## src/rtl/fp_round_pkg.sv

```systemverilog
// rtl/fp_round_pkg.sv - rounding-mode encodings and default widths for the FP rounding path
package fp_round_pkg;

    typedef enum logic [1:0] {
        RM_ZERO = 2'b00,
        RM_NEG  = 2'b01,
        RM_POS  = 2'b10,
        RM_NEAR = 2'b11
    } round_mode_t;

    localparam int DEF_SW = 23;
    localparam int DEF_RW = 23;
    localparam int DEF_EW = 8;

endpackage

```

## src/rtl/round_flag_gen.sv

```systemverilog
// rtl/round_flag_gen.sv - combinational round-increment decision from guard/sticky/lsb, sign and mode
module round_flag_gen
    import fp_round_pkg::*;
#(
    parameter int RW = DEF_RW
) (
    input  logic [RW-1:0] round_bits,
    input  logic          lsb,
    input  logic          sign,
    input  round_mode_t   mode,
    output logic          flag,
    output logic          inexact
);

    logic guard;
    logic sticky;
    logic any_tail;

    assign guard    = round_bits[RW-1];
    assign sticky   = |round_bits[RW-2:0];
    assign any_tail = guard | sticky;
    assign inexact  = any_tail;

    always_comb begin
        flag = 1'b0;
        unique case (mode)
            RM_ZERO: flag = 1'b0;
            RM_NEG:  flag = sign & any_tail;
            RM_POS:  flag = ~sign & any_tail;
            RM_NEAR: flag = guard & (sticky | lsb);
            default: flag = 1'b0;
        endcase
    end

endmodule

```

## src/rtl/round_stage_pipe.sv

```systemverilog
// rtl/round_stage_pipe.sv - two-stage round/renormalise pipeline with valid/ready backpressure
module round_stage_pipe
    import fp_round_pkg::*;
#(
    parameter int SW = DEF_SW,
    parameter int RW = DEF_RW,
    parameter int EW = DEF_EW
) (
    input  logic          clk,
    input  logic          rst,
    input  logic          in_valid_i,
    output logic          in_ready_o,
    input  logic [SW:0]   sgf_i,
    input  logic [RW-1:0] round_bits_i,
    input  logic [EW-1:0] exp_i,
    input  logic          sign_i,
    input  logic [1:0]    round_mode_i,
    output logic          out_valid_o,
    input  logic          out_ready_i,
    output logic [SW-1:0] frac_o,
    output logic [EW-1:0] exp_o,
    output logic          sign_o,
    output logic          round_flag_o,
    output logic          inexact_o,
    output logic          ovf_o
);

    localparam logic [EW-1:0] EXP_MAX = '1;
    localparam logic [EW-1:0] EXP_ONE = {{(EW-1){1'b0}}, 1'b1};

    logic          s1_valid;
    logic [SW:0]   s1_sgf;
    logic [EW-1:0] s1_exp;
    logic          s1_sign;
    logic          s1_flag;
    logic          s1_inexact;
    logic          s1_bypass;

    logic          s1_load;
    logic          s2_load;
    logic          in_bypass;
    logic          dec_flag;
    logic          dec_inexact;

    logic [SW:0]   low_sum;
    logic          carry;
    logic [EW-1:0] exp_rnd;
    logic          ovf_next;
    logic [SW-1:0] frac_next;

    assign s2_load    = ~out_valid_o | out_ready_i;
    assign s1_load    = ~s1_valid | s2_load;
    assign in_ready_o = ~rst & s1_load;

    assign in_bypass = (exp_i == EXP_MAX);

    round_flag_gen #(
        .RW(RW)
    ) u_flag_gen (
        .round_bits (round_bits_i),
        .lsb        (sgf_i[0]),
        .sign       (sign_i),
        .mode       (round_mode_t'(round_mode_i)),
        .flag       (dec_flag),
        .inexact    (dec_inexact)
    );

    // Carry out of the fraction only leaves the significand when the hidden bit was set.
    assign low_sum   = {1'b0, s1_sgf[SW-1:0]} + {{SW{1'b0}}, s1_flag};
    assign carry     = low_sum[SW] & s1_sgf[SW];
    assign exp_rnd   = carry ? (s1_exp + EXP_ONE) : s1_exp;
    assign ovf_next  = (exp_rnd == EXP_MAX) & ~s1_bypass;
    assign frac_next = (carry | ovf_next) ? '0 : low_sum[SW-1:0];

    always_ff @(posedge clk) begin
        if (rst) begin
            s1_valid   <= 1'b0;
            s1_sgf     <= '0;
            s1_exp     <= '0;
            s1_sign    <= 1'b0;
            s1_flag    <= 1'b0;
            s1_inexact <= 1'b0;
            s1_bypass  <= 1'b0;
        end else if (s1_load) begin
            s1_valid <= in_valid_i;
            if (in_valid_i) begin
                s1_sgf     <= sgf_i;
                s1_exp     <= exp_i;
                s1_sign    <= sign_i;
                s1_flag    <= dec_flag & ~in_bypass;
                s1_inexact <= dec_inexact & ~in_bypass;
                s1_bypass  <= in_bypass;
            end
        end
    end

    always_ff @(posedge clk) begin
        if (rst) begin
            out_valid_o  <= 1'b0;
            frac_o       <= '0;
            exp_o        <= '0;
            sign_o       <= 1'b0;
            round_flag_o <= 1'b0;
            inexact_o    <= 1'b0;
            ovf_o        <= 1'b0;
        end else if (s2_load) begin
            out_valid_o <= s1_valid;
            if (s1_valid) begin
                frac_o       <= frac_next;
                exp_o        <= exp_rnd;
                sign_o       <= s1_sign;
                round_flag_o <= s1_flag;
                inexact_o    <= s1_inexact;
                ovf_o        <= ovf_next;
            end
        end
    end

endmodule

```

## config.mk

```make
export PLATFORM = sky130hd
export DESIGN_NAME = round_stage_pipe
export DESIGN_NICKNAME = d
export VERILOG_FILES = /design/src/rtl/fp_round_pkg.sv /design/src/rtl/round_flag_gen.sv /design/src/rtl/round_stage_pipe.sv
export SDC_FILE = /design/constraint.sdc
export NUM_CORES = 1
export LEC_CHECK = 0
export ABC_AREA = 0
export CAP_MARGIN = 20
export CORE_MARGIN = 2
export CORE_UTILIZATION = 40
export DETAILED_ROUTE_END_ITERATION = 10
export PLACE_DENSITY = 0.69
export SKIP_CTS_REPAIR_TIMING = 1
export SLEW_MARGIN = 25
export SYNTH_ARGS = -nofsm -noshare
export SYNTH_HDL_FRONTEND = slang
export SYNTH_SLANG_ARGS = --single-unit
```

## constraint.sdc

```tcl
create_clock -name clk -period 4.62 [get_ports clk]
set_input_delay 0.924 -clock clk [delete_from_list [all_inputs] [get_ports clk]]
set_output_delay 0.924 -clock clk [all_outputs]
set_load 0.03 [all_outputs]
```

==> run_results.csv <==
group,metric,value,unit
routing,drtAntennaViolNets,0,
timing,timing.setup.tns,0,ns
place,dp.cells,596,
worst_setup_path,timing.critical_path.buf_inv,2,
worst_setup_path,critPathRequiredTime,3.70,ns
worst_setup_path,cpPeakStageDelay,0.60,ns
logic_synthesis,synth_edf_count,0,
layout,fin_nets,570,
timing,rsz0062_at_grt,"no",
timing,clock_skew,0.00604,ns
logic_synthesis,postSynth.asyncResetShare,0,%
global_routing,met3_usage,4.35,%
logic_synthesis,ys_types,44,
logic_synthesis,synth_seq_cells,73,
timing,setup_violations,0,
run_status,outcome,"completed",
flow_run,max-cap-violations,0,
timing,final_hold_viol_count,0,
worst_hold_path,min_path_type,"register to register",
global_routing,grt_max_degree,46,
timing,fmax,311,MHz
global_routing,grt_pass1_vias,2851,
clock_tree,clk_latency,0.34,ns
place,gp_congestion,0.845,
floorplan,die_w,95.5,um
worst_setup_path,critPathLaunchType,"input pin",
routing,avgRoutedWirePerCell,13.0,um
logic_synthesis,synth_area,3350,sq um
routing,wirelength,7950,um
worst_setup_path,critPathTopFamily,"buffers and inverters",
logic_synthesis,syn_inst,409,
global_routing,antenna_found_initial,0,
floorplan,dieArea,9120,sq um
logic_synthesis,yosys_warnings,0,
logic_synthesis,synth_ff_type,"dfxtp_1",
global_routing,grt.total_usage,17.9,%
layout,n_antenna_cell,0,
timing,tightest_slew,0.863,ns
routing,drc,0,
worst_setup_path,path_max_fanout,5,
floorplan,die_h,95.5,um
routing,vias,3090,
layout,syn2layout_area_growth,39.2,%
logic_synthesis,avgSynthCellArea,8.19,sq um
global_routing,grt_util_met2,29.9,%
timing,post-route-min-period,3.21,ns
power,p_per_area,321,nW/um^2
floorplan,io_pins,99,
floorplan,num_rows,33,
logic_synthesis,syn-num-nets,477,
clock_tree,cts_buffers,9,
worst_setup_path,crit_chain,"clkdlybuf4s50_1 > nor2b_1 > a21oi_1 > clkdlybuf4s50_1",
global_routing,grt_util_met1,22.6,%
logic_synthesis,synth_area_leaders,"dfxtp_1 (44%), nand2_1 (13%), a21oi_1 (6.0%)",
place,place_area,4400,sq um
place,hpwl,6010,um
power,p_leak,1.71,nW
clock_tree,clockBufferDepth,2,
routing,drt_first_pass_iters,4,
layout,stdcell_count,612,
routing,drt_iter0_drc,95,
clock_tree,htreeDepth,3,
timing,slew_headroom,42.1,%
power,vdd_drop_max,0.159,mV
global_routing,grt-ovfl-total,0,
clock_tree,root_buffer,"clkbuf_8",
clock_tree,cts_tree,"done",
worst_setup_path,cp_slowest_cell,"clkdlybuf4s50_1",
global_routing,grt_first_pass_wirelength,12700,um
timing,slew_viol_final,0,
worst_setup_path,cp.arrival,2.29,ns
worst_setup_path,cp_common_cell,"clkdlybuf4s50_1",
logic_synthesis,synth_top_cell_by_area,"dfxtp_1",
worst_setup_path,critPathCaptureType,"primary output",
layout,final_layout_size_suffix_gt1_share,8.28,%
routing,vias_per_cell,5.05,
worst_setup_path,setup.worst_path.class,"input pin to primary output",
place,io_buffers,98,
floorplan,start_util,41.0,%
logic_synthesis,synth_top_area_share,43.6,%
layout,design_area,4660,sq um
clock_tree,cts.clk_slew.worst_paths,0.07,ns
global_routing,top_usage_layer,"met2",
timing,fin_crit_sh,69.5,%
logic_synthesis,yosysSeqAreaShare,43.6,%
clock_tree,clock-sinks,73,
floorplan,core,8180,sq um
## worst paths after layout
| check | start | end | slack (ns) | cells after the start |
|---|---|---|---|---|
| min reg2reg | frac_o[11]$_SDFFE_PP0P_ | frac_o[11]$_SDFFE_PP0P_ | 0.45 | 2 |
| min | frac_o[11]$_SDFFE_PP0P_ | frac_o[11]$_SDFFE_PP0P_ | 0.45 | 2 |
| max | out_ready_i | in_ready_o | 1.41 | 4 |
| max reg2reg | s1_flag$_SDFFE_PP0P_ | frac_o[12]$_SDFFE_PP0P_ | 2.00 | 7 |
## layout make-up
cell class                      instances  area [sq um]
Tap cell                              105           131
Sequential cell                        73          1460
Inverter                                7          26.3
Clock inverter                          4          97.6
Timing Repair Buffer                  102          1010
Fill cell                             780          3510
Clock buffer                           12           165
Multi-Input combinational cell        309          1770
## cell usage in the layout, fill, tap and decap left out, types with 5 or more instances in the layout
cell,count
nand2_1,112
clkdlybuf4s50_1,98
dfxtp_1,73
a21oi_1,40
nor2_1,23
xor2_1,20
o21ai_0,17
clkbuf_8,12
nand4_1,11
nand3_1,10
o21ai_2,10
xnor2_1,10
inv_1,7
ha_1,6
and3_1,5
## sequential cells by signal (all words and copies together), names as in the netlist, 8 cells and up
signal and cells:
exp_o 8, frac_o 23, s1_sgf 24, s1_exp 8
## kinds of logic after synthesis
kind of cell,Yosys count,synth area share (%)
mux,4,1.31
fa+ha+maj,6,2.24
buf+inv,27,3.55
compound gates,81,14.8
flops,73,43.6
xor+xnor,30,7.84
simple gates,188,26.6
## through the flow
stage,power [mW],hold WS [ns],utilization (%),setup slack (ns)
after global placement,0.881,0.435,53.8,1.40
after CTS,1.51,0.461,57.0,1.40
after detailed placement,0.885,0.444,53.8,1.41
final,1.50,0.452,57.0,1.41
after global routing,1.56,0.477,57.0,1.30
after floorplan,0.788,0.432,-,1.89
## worst min-delay path, cell delays in order (launching register included)
cell and delay [ns]:
dfxtp_1 0.33, nand2_1 0.04, o21ai_0 0.05
## cells in the mapped netlist, types with 2 or more instances
cell type  count
buf_2          2
inv_1          7
xor2_1        20
nor4b_1        3
nor2b_1        2
nor4_1         4
o21ai_0       17
or4_1          2
nand4_1       11
and4_1         2
mux2i_1        3
nor2_1        23
dfxtp_1       73
buf_6          2
a21oi_1       40
o21ai_2       10
clkbuf_1      16
xnor2_1       10
a211oi_1       3
nand3_1       10
o31ai_1        4
nand2_1      112
and3_1         5
ha_1           6
and2_1         3
## layer usage
layer | vias up | routed length [um]
li1 | 1579 | -
met2 | 90 | 3790
met4 | 0 | 112
met3 | 8 | 493
met5 | - | 0
met1 | 1413 | 3550
## report_power, final
group          switching (mW)  internal, mW  leakage [nW]  total (mW)
registers              0.0272         0.657         0.597       0.685
clock network           0.225         0.403         0.129       0.628
logic                  0.0905        0.0945         0.986       0.185
No activity file was read; power rests on OpenSTA's default activity.
